`src/rtl/axi_mcast_wb_fork_join.sv`:
```
// Multicast write fork/join for one crossbar slave port.
// AW select masks are queued twice: the W side forks each beat to every selected
// master port, and the B side joins the per-port responses into one merged B.

package axi_mcast_wb_pkg;
    typedef struct packed {
        logic [31:0] data;
        logic [3:0]  strb;
        logic        last;
    } mc_w_chan_t;

    typedef struct packed {
        logic [3:0] id;
        logic [1:0] resp;
        logic [1:0] user;
    } mc_b_chan_t;
endpackage

// Select-mask queue. Occupancy is a register, so full/empty never depend on
// same-cycle push/pop and a pushed entry shows up at the head one cycle later.
module axi_mcast_wb_mask_fifo #(
    parameter int unsigned Width = 4,
    parameter int unsigned Depth = 8
) (
    input  logic             clk_i,
    input  logic             rst_i,
    input  logic             push_i,
    input  logic [Width-1:0] data_i,
    input  logic             pop_i,
    output logic [Width-1:0] head_o,
    output logic             empty_o,
    output logic             full_o
);
    localparam int unsigned PtrW = $clog2(Depth);

    logic [Width-1:0] mem [Depth];
    logic [PtrW-1:0]  wp, rp;
    logic [PtrW:0]    cnt;

    // Pointer and occupancy bookkeeping; callers never push when full or pop when empty.
    always_ff @(posedge clk_i or posedge rst_i) begin
        if (rst_i) begin
            wp  <= '0;
            rp  <= '0;
            cnt <= '0;
        end else begin
            if (push_i) wp <= wp + 1'b1;
            if (pop_i)  rp <= rp + 1'b1;
            cnt <= cnt + {{PtrW{1'b0}}, push_i} - {{PtrW{1'b0}}, pop_i};
        end
    end

    // Storage needs no reset: nothing is read while the queue is empty.
    always_ff @(posedge clk_i) begin
        if (push_i) mem[wp] <= data_i;
    end

    assign head_o  = mem[rp];
    assign empty_o = (cnt == '0);
    assign full_o  = (cnt == (PtrW+1)'(Depth));
endmodule

module axi_mcast_wb_fork_join #(
    parameter int unsigned NoMstPorts = 4,
    parameter int unsigned MaxTrans   = 8,
    parameter type w_chan_t = axi_mcast_wb_pkg::mc_w_chan_t,
    parameter type b_chan_t = axi_mcast_wb_pkg::mc_b_chan_t
) (
    input  logic                       clk_i,
    input  logic                       rst_i,
    input  logic [NoMstPorts-1:0]      aw_select_i,
    input  logic                       aw_valid_i,
    output logic                       aw_ready_o,
    input  w_chan_t                    slv_w_i,
    input  logic                       slv_w_valid_i,
    output logic                       slv_w_ready_o,
    output w_chan_t                    mst_w_o,
    output logic [NoMstPorts-1:0]      mst_w_valid_o,
    input  logic [NoMstPorts-1:0]      mst_w_ready_i,
    input  b_chan_t [NoMstPorts-1:0]   mst_b_i,
    input  logic [NoMstPorts-1:0]      mst_b_valid_i,
    output logic [NoMstPorts-1:0]      mst_b_ready_o,
    output b_chan_t                    slv_b_o,
    output logic                       slv_b_valid_o,
    input  logic                       slv_b_ready_i
);
    localparam int N = int'(NoMstPorts);
    localparam logic [1:0] RespOkay   = 2'b00;
    localparam logic [1:0] RespExOkay = 2'b01;
    localparam logic [1:0] RespSlvErr = 2'b10;
    localparam logic [1:0] RespDecErr = 2'b11;

    logic [N-1:0] wq_head, bq_head;
    logic         wq_empty, wq_full, bq_empty, bq_full;
    logic         aw_push, w_retire, wq_pop, bq_pop;

    // Held low during reset so no AW is taken while state is being cleared.
    assign aw_ready_o = !rst_i && !wq_full && !bq_full;
    assign aw_push    = aw_valid_i && aw_ready_o;

    axi_mcast_wb_mask_fifo #(.Width(NoMstPorts), .Depth(MaxTrans)) u_wq (
        .clk_i, .rst_i, .push_i(aw_push), .data_i(aw_select_i), .pop_i(wq_pop),
        .head_o(wq_head), .empty_o(wq_empty), .full_o(wq_full)
    );

    axi_mcast_wb_mask_fifo #(.Width(NoMstPorts), .Depth(MaxTrans)) u_bq (
        .clk_i, .rst_i, .push_i(aw_push), .data_i(aw_select_i), .pop_i(bq_pop),
        .head_o(bq_head), .empty_o(bq_empty), .full_o(bq_full)
    );

    // ---------------- W fork ----------------
    logic [N-1:0] w_sent, w_done;

    assign mst_w_o       = slv_w_i;
    assign mst_w_valid_o = {N{!wq_empty && slv_w_valid_i}} & wq_head & ~w_sent;
    assign w_done        = ~wq_head | w_sent | mst_w_ready_i;
    assign slv_w_ready_o = !wq_empty && (&w_done);
    assign w_retire      = slv_w_valid_i && slv_w_ready_o;
    assign wq_pop        = w_retire && slv_w_i.last;

    // Remember which ports already took the current beat so none sees it twice.
    always_ff @(posedge clk_i or posedge rst_i) begin
        if (rst_i)         w_sent <= '0;
        else if (w_retire) w_sent <= '0;
        else               w_sent <= w_sent | (mst_w_valid_o & mst_w_ready_i);
    end

    // ---------------- B join ----------------
    logic [N-1:0] b_got, b_hs, b_got_nxt;
    logic         acc_dec, acc_slv, acc_nexo;
    logic         dec_nxt, slv_nxt, nexo_nxt, lo_found, join_done;
    b_chan_t      slv_b_q, slv_b_nxt;
    logic         slv_b_vld;

    assign mst_b_ready_o = {N{!bq_empty && !slv_b_vld}} & bq_head & ~b_got;
    assign b_hs          = mst_b_valid_i & mst_b_ready_o;
    assign b_got_nxt     = b_got | b_hs;
    assign join_done     = !bq_empty && !slv_b_vld && (&(b_got_nxt | ~bq_head));
    assign bq_pop        = slv_b_vld && slv_b_ready_i;
    assign slv_b_o       = slv_b_q;
    assign slv_b_valid_o = slv_b_vld;

    // Fold accepted responses into error flags; lowest selected port donates id/user.
    always_comb begin
        dec_nxt   = acc_dec;
        slv_nxt   = acc_slv;
        nexo_nxt  = acc_nexo;
        slv_b_nxt = slv_b_q;
        lo_found  = 1'b0;
        for (int j = 0; j < N; j++) begin
            if (b_hs[j]) begin
                dec_nxt  = dec_nxt  | (mst_b_i[j].resp == RespDecErr);
                slv_nxt  = slv_nxt  | (mst_b_i[j].resp == RespSlvErr);
                nexo_nxt = nexo_nxt | (mst_b_i[j].resp != RespExOkay);
            end
            if (bq_head[j] && !lo_found) begin
                lo_found = 1'b1;
                if (b_hs[j]) slv_b_nxt = mst_b_i[j];
            end
        end
        // An empty mask reached no slave at all, so it answers as a decode error.
        if (join_done) begin
            if (bq_head == '0 || dec_nxt) slv_b_nxt.resp = RespDecErr;
            else if (slv_nxt)             slv_b_nxt.resp = RespSlvErr;
            else if (nexo_nxt)            slv_b_nxt.resp = RespOkay;
            else                          slv_b_nxt.resp = RespExOkay;
        end
    end

    // Join state; the merged B is registered and frozen until the slave takes it.
    always_ff @(posedge clk_i or posedge rst_i) begin
        if (rst_i) begin
            b_got     <= '0;
            acc_dec   <= 1'b0;
            acc_slv   <= 1'b0;
            acc_nexo  <= 1'b0;
            slv_b_q   <= '0;
            slv_b_vld <= 1'b0;
        end else if (bq_pop) begin
            b_got     <= '0;
            acc_dec   <= 1'b0;
            acc_slv   <= 1'b0;
            acc_nexo  <= 1'b0;
            slv_b_q   <= '0;
            slv_b_vld <= 1'b0;
        end else begin
            b_got    <= b_got_nxt;
            acc_dec  <= dec_nxt;
            acc_slv  <= slv_nxt;
            acc_nexo <= nexo_nxt;
            slv_b_q  <= slv_b_nxt;
            if (join_done) slv_b_vld <= 1'b1;
        end
    end

    // A B from a port the head transaction never addressed is a protocol error.
    b_from_unselected_port: assert property (@(posedge clk_i) disable iff (rst_i)
        !bq_empty |-> ((mst_b_valid_i & ~bq_head) == '0));
endmodule
```
`config.mk`:
```
export PLATFORM = sky130hd
export DESIGN_NAME = axi_mcast_wb_fork_join
export DESIGN_NICKNAME = d
export VERILOG_FILES = /design/src/rtl/axi_mcast_wb_fork_join.sv
export SDC_FILE = /design/constraint.sdc
export NUM_CORES = 1
export LEC_CHECK = 0
export ABC_CLOCK_PERIOD_IN_PS = 3650
export CAP_MARGIN = 20
export CORE_MARGIN = 2
export CORE_UTILIZATION = 49
export CTS_BUF_LIST = sky130_fd_sc_hd__clkbuf_8 sky130_fd_sc_hd__clkbuf_16
export DETAILED_ROUTE_END_ITERATION = 6
export PLACE_DENSITY = 0.8
export SYNTH_ARGS = -nofsm -noshare
export SYNTH_HDL_FRONTEND = slang
export SYNTH_SLANG_ARGS = --single-unit
```
`constraint.sdc`:
```
create_clock -name clk_i -period 3.65 [get_ports clk_i]
set_clock_uncertainty 0.1 [all_clocks]
set_input_delay 0.365 -clock clk_i [delete_from_list [all_inputs] [get_ports clk_i]]
set_output_delay 0.365 -clock clk_i [all_outputs]
set_load 0.01 [all_outputs]
```
==> metrics.txt, run 1 <==
Worst-Skew Late Latency 370 ps; GPL Wtd Cong a little over 0.9; ys flop type edfxtp_1; final hold violation count 0; Mean Syn Cell Area approximately 13 um^2; hold crit path type primary input to async pin; hpwl dp just under 9000 um; Yosys Warn Count 0; I/O pin count ~140; minimum clock period roughly 3300 ps; antenna-violating nets left 0; DR WL/cell a little under 20 um; post-synthesis sequential area ratio 0.558; Crit-path slowest cell mux4_2; die height 107 um; number of synthesized register bits ~100; Starting DRT DRC Count 241; fin nets 560; CP delay by family, top simple AND/OR/NAND/NOR gates; CP endpoint kind register; post-synthesis adder-cell area fraction 0.0459; CP Cell Sequence buf_4, mux4_2, mux2i_1, nor3_1, nor4_2, and2b_2, nand2_1, inv_1, ha_1, inv_1, ha_1, a21o_1, a21oi_1, xor2_1; max cap viols 0; WS Path Type register to register; Pwr Density about 740 nW/um^2; Synth Area in Compound Gates 0.0695; total track usage 0.205; clock net sink count between 100 and 150; critical path launch point type register; Synth top cells by count edfxtp_1, dfrtp_1, buf_4; DRT Pass-1 Iters 5; Die W 107 um; R2R depth 14; required time of the worst setup path about 3800 ps; clock-pin slew on the worst setup and hold paths 90 ps; Max IR drop VDD 0.299 mV; Top Layer Used met4; syn nets 520; # diodes 0; unrepaired setup endpoints after global routing false; starting density of the core 0.505; CP max stage delay 510 ps; Vias/cell 5.66; pin count of the biggest net entering global routing 41; met3 WL about 1100 um; outcome finished clean; total number of vias 3382; layout cells sized above 1 0.102; post-CTS setup repair buffer count 0; most common cell in the netlist edfxtp_1; Synth area leader edfxtp_1; CP max FO 6; Tot Pwr roughly 4.5 mW; Slew Limit Headroom 0.532; TritonCTS clock tree done; number of global-route vias before repair 3428; first-pass GRT wire length 17800 um; Leak between 2 and 2.5 nW; Arrival @ worst endpoint roughly 3500 ps; FP Rows 37; Post-Route WL 11600 um; Root Driver clkbuf_8; Synth Area in Simple Gates 0.118; H-tree depth 3; grt total ovfl 0; clock buffer depth 2; XOR/XNOR Fraction of Synth Area 0.0201; largest family of logic cells by synthesized area simple AND/OR/NAND/NOR gates; top-area cell type share of the netlist area 0.367; CTS Buf Count 9; Worst Tran Pin Value between 600 and 700 ps; Distinct cells, synth 57; met2 routed WL between 5000 and 6000 um; FMAX roughly 0.3 GHz; FFs w/ async S/R, synth 0.385; Finish-stage setup viols 0; Worst path depth 14; port bufs 69; Critical path buffers and inverters 3; ranking of synthesized cells by area edfxtp_1, dfrtp_1, buf_4; initial antenna violation count 0; EDFF count, synth 64; Core Box Area 10400 um^2; DRC 0; Syn Inst Count between 400 and 500; Syn Std Cell Area around 5200 um^2; synthesis-to-finish area growth 14.6%; post-synthesis mux area share 0.104; wl on met1 between 4000 and 5000 um; Die ar. between 10000 and 15000 um^2; setup tns final 0 ps; Final period util 0.913; Final Slew Violations 0
[sequential cells by signal, indices dropped and copies added, names as in the netlist]
register,count
u_bq.mem,32
u_wq.mem,32
slv_b_o,8
b_got,4
u_bq.cnt,4
u_wq.cnt,4
w_sent,4
u_bq.rp,3
u_bq.wp,3
u_wq.rp,3
u_wq.wp,3
acc_dec,1
acc_nexo,1
acc_slv,1
slv_b_valid_o,1
[power breakdown]
part           switching (mW)  leakage, nW  internal [mW]
registers               0.273         1.07           1.54
logic                   0.963         1.15          0.990
clock network           0.381        0.104          0.313
total                    1.62         2.32           2.84
[metal layers]
metal | global-route usage | up-vias
li1 | - | 1560
met1 | 0.253 | 1634
met2 | 0.353 | 164
met3 | 0.0587 | 24
met4 | 0.0586 | 0
met5 | 0 | -
[layout make-up]
type                            instances  area, um^2
Sequential cell                       104        2920
Clock inverter                          7        63.8
Inverter                               20        75.1
Fill cell                             815        4370
Multi-Input combinational cell        242        1880
Tap cell                              136         170
Clock buffer                            9         124
Timing Repair Buffer                   79         766
[through the flow]
stage | hold WS, ps | cells | setup slack [ps] | area (um^2) | util
3_5_place_dp | 387 | 581 | 277 | 5810 | 0.560
5_1_grt | 433 | 597 | 11.2 | 6000 | 0.579
2_1_floorplan | 357 | 416 | 554 | 5240 | -
4_1_cts | 391 | 597 | 222 | 5990 | 0.578
3_3_place_gp | 372 | 581 | 516 | 5810 | 0.560
6_report | 374 | 597 | 319 | 6000 | 0.579
[logic make-up (layout without fill, tap and decap cells)]
logic type,Yosys count,in the layout
multiplexers,39,39
AND/OR/NAND/NOR,115,115
buffers and inverters,70,115
AO/OA/AOI/OAI,58,58
flip-flops,104,104
XOR/XNOR,12,12
adder cells (fa/ha/maj),18,18
[path summary, 6_finish.rpt]
path | startpoint | slack, ps | to
max in group asynchronous | rst_i | 2690 | slv_b_o[3]
min in group clk_i | u_wq.wp[2] | 400 | u_wq.wp[2]
min | rst_i | 370 | u_bq.wp[0]
max | u_wq.rp[0] | 320 | u_wq.cnt[3]
max reg2reg | u_wq.rp[0] | 320 | u_wq.cnt[3]
min reg2reg | u_wq.wp[2] | 400 | u_wq.wp[2]
[worst reg2reg max path, delay by kind of cell, from the launching register on]
kind / cells / cell delay, ps
compound gates: 2 / 360
xor+xnor: 1 / 170
fa+ha+maj: 2 / 410
buf+inv: 3 / 320
flops: 1 / 370
mux: 2 / 710
simple gates: 4 / 800
[what timing repair did]
| item | 4_1_cts | 5_1_grt |
|---|---|---|
| setup endpoints to repair | 0 | 2 |
| gates resized for setup | 0 | 2 |
| hold buffers | 0 | 0 |
[cells in the final DEF (no fill, tap or decap), types with 2 or more instances in the layout]
master / instances
o21ai_0: 10
nand4_1: 5
nand3_1: 3
dfrtp_1: 40
nand2_1: 17
clkbuf_8: 9
xnor2_1: 7
edfxtp_1: 64
buf_4: 10
and2_1: 7
mux4_2: 9
a221oi_1: 2
a211oi_1: 10
mux2i_1: 23
ha_1: 16
xor2_1: 5
clkdlybuf4s50_1: 69
fa_1: 2
mux2_2: 4
nor3_1: 16
mux4_1: 2
a31oi_1: 2
or3_2: 2
clkinv_1: 2
nor4b_1: 3
a22oi_1: 4
nand3b_1: 3
nor2b_1: 5
nor3b_1: 3
a21o_1: 2
a21oi_1: 22
nor2_1: 30
inv_1: 21
nand2b_1: 8
nand4b_1: 3
No activity file was read; power rests on OpenSTA's default activity.
==> run 2, diff against run 1 <==
- ABC_CLOCK_PERIOD_IN_PS: 3650 -> unset
==> results of run 2 <==
No change in the layout: final DEF, timing and power equal those of run 1.
==> run 3, diff against run 2 <==
- PLACE_DENSITY: 0.8 -> 0.9
==> run 3 against run 2 <==
Compared with the run above:
- core utilization increased by 0.33 points
- sequential share of layout area decreased by 0.25 points
- global-route usage increased by 0.12 points
- clock power increased by 7.6%
- routed wire length increased by 0.84%
- non-clock buffer count increased by 2
- sequential cell count unchanged
- cell area increased by 0.56%
- hold slack got worse by 24 ps
- die area unchanged
- largest power group unchanged
==> metrics.txt, run 3 (same netlist as run 1, synthesis figures left out) <==
clock-pin slew on the worst setup and hold paths 110 ps (was 90 ps); TritonCTS clock tree done (unchanged); Starting DRT DRC Count 287 (was 241); total number of vias 3489 (was 3382); initial antenna violation count 0 (unchanged); Arrival @ worst endpoint 3650 ps (was 3520 ps); Final Slew Violations 0 (unchanged); unrepaired setup endpoints after global routing false (unchanged); port bufs 69 (unchanged); most common cell after layout, fill and taps aside clkdlybuf4s50_1 (unchanged); FP Rows 37 (unchanged); WS Path Type register to register (unchanged); pin count of the biggest net entering global routing 41 (unchanged); starting density of the core 0.505 (unchanged); Slew Limit Headroom 0.518 (was 0.532); Post-Layout Cell Count 599 (was 597); required time of the worst setup path 3860 ps (was 3840 ps); critical path launch point type register (unchanged); CP delay by family, top simple AND/OR/NAND/NOR gates (unchanged); Crit-path slowest cell mux4_2 (unchanged); placed cell count 579 (was 581); hold_buf cts 0 (unchanged); Final Util 0.582 (was 0.579); GPL Wtd Cong 0.927 (was 0.930); I/O pin count 142 (unchanged); Worst path depth 14 (unchanged); outcome finished clean (unchanged); Core Box Area 10400 um^2 (unchanged); DRT Pass-1 Iters 5 (unchanged); minimum clock period 3450 ps (was 3330 ps); # diodes 0 (unchanged); Seq pwr share 0.401 (was 0.406); CP max stage delay 500 ps (was 510 ps); synthesis-to-finish area growth 15.2% (was 14.6%); CP endpoint kind register (unchanged); Die W 107 um (unchanged); combinational group share of total power 0.435 (was 0.438); max cap viols 0 (unchanged); dpl ws 42.3 ps (was 277 ps); Post-Route WL 11700 um (was 11600 um); fin nets 562 (was 560); final hold violation count 0 (unchanged); fill count 781 (was 815); clock buffer depth 2 (unchanged); P_int 2.87 mW (was 2.84 mW); first-pass GRT wire length 17900 um (was 17800 um); antenna-violating nets left 0 (unchanged); layout cells sized above 1 0.114 (was 0.102); Final period util 0.944 (was 0.913); Vias/cell 5.82 (was 5.66); net switching power figure 1.67 mW (was 1.62 mW); clock net sink count 104 (unchanged); final setup margin 204 ps (was 319 ps); most frequent cells in the layout clkdlybuf4s50_1, edfxtp_1, dfrtp_1 (unchanged); Die ar. 11500 um^2 (unchanged); Pwr Density 753 nW/um^2 (was 743 nW/um^2); die height 107 um (unchanged); grt total ovfl 0 (unchanged); DRC 0 (unchanged); hold crit path type primary input to async pin (unchanged); H-tree depth 3 (unchanged); FMAX 0.290 GHz (was 0.300 GHz); Finish-stage setup viols 0 (unchanged); clock network power share 0.164 (was 0.156); setup tns final 0 ps (unchanged); number of global-route vias before repair 3438 (was 3428); Max IR drop VDD 0.269 mV (was 0.299 mV); sw frac 0.367 (was 0.363); Worst Tran Pin Value 717 ps (was 697 ps); Worst-Skew Late Latency 370 ps (about the same); total track usage 0.206 (was 0.205); Critical path buffers and inverters 3 (unchanged); hpwl dp 8580 um (was 8740 um); Root Driver clkbuf_8 (unchanged); Leak 2.32 nW (about the same); CP Cell Sequence buf_4, mux4_2, mux2i_1, nor3_1, nor4_2, and2b_2, nand2_1, inv_1, ha_1, inv_1, ha_1, a21o_1, a21oi_1, xor2_1 (unchanged); DR WL/cell 19.6 um (was 19.5 um); CP max FO 6 (unchanged); CTS Buf Count 9 (unchanged); R2R depth 14 (unchanged)
==> run 3: changes by cell type in the layout (fill, tap and decap cells not counted), sizes merged <==
cell	delta
clkbuf	+1
clkinvlp	+1
buf	+1
clkinv	-3
inv	+2
==> run 3: final cells by class <==
class	count	area [um^2]	area share
flip-flops and latches	104	2920	0.485
multi-input cells	242	1880	0.311
repair buffers	81	778	0.129
well taps	136	170	0.0282
clock buffers	9	124	0.0205
clock inverters	7	83.8	0.0139
inverters	20	75.1	0.0124
==> run 3: power groups by stage <==
stage | clock (mW) | sequential [mW] | combinational (mW)
2_1_floorplan | 0 | 1.72 | 1.46
3_3_place_gp | 0 | 1.82 | 1.82
3_5_place_dp | 0 | 1.84 | 1.91
4_1_cts | 0.759 | 1.82 | 1.94
5_1_grt | 0.808 | 1.86 | 2.17
6_report | 0.747 | 1.82 | 1.97
==> run 3: repair_timing <==
| action | 4_1_cts | 5_1_grt |
|---|---|---|
| setup endpoints to repair | 1 | 3 |
| gates resized for setup | 1 | 2 |
| buffers inserted | 0 | 3 |
==> run 3: routing by layer <==
metal | up-vias | share of wire | routed length (um) | track usage
met4 | 0 | 0.026 | 310 | 0.0852
met3 | 36 | 0.088 | 1040 | 0.0484
li1 | 1566 | - | - | -
met1 | 1677 | 0.37 | 4280 | 0.238
met5 | - | 0 | 0 | 0
met2 | 210 | 0.52 | 6080 | 0.368
==> run 3: tightest hold or removal path, stage by stage <==
cell	delay (ps)
clkdlybuf4s50_1	420
inv_1	60
buf_4	440
==> run 3: metrics by stage <==
step	hold slack (ps)	total power [mW]	cell area, um^2
after floorplan	357	3.18	5240
after global placement	374	3.64	5790
after detailed placement	383	3.75	5790
after CTS	369	4.52	6000
after global routing	404	4.84	6030
final	350	4.54	6030
==> run 3: worst paths after layout <==
| path | from | end | slack [ps] |
|---|---|---|---|
| worst max-delay path | u_wq.rp[0] | u_wq.cnt[3] | 200 |
| worst min-delay path | rst_i | u_bq.wp[2] | 350 |
| worst max register to register | u_wq.rp[0] | u_wq.cnt[3] | 200 |
| worst min register to register | u_wq.wp[2] | u_wq.wp[2] | 400 |
| max in group asynchronous | rst_i | u_wq.rp[0] | 2710 |
| min in group clk_i | u_wq.wp[2] | u_wq.wp[2] | 400 |
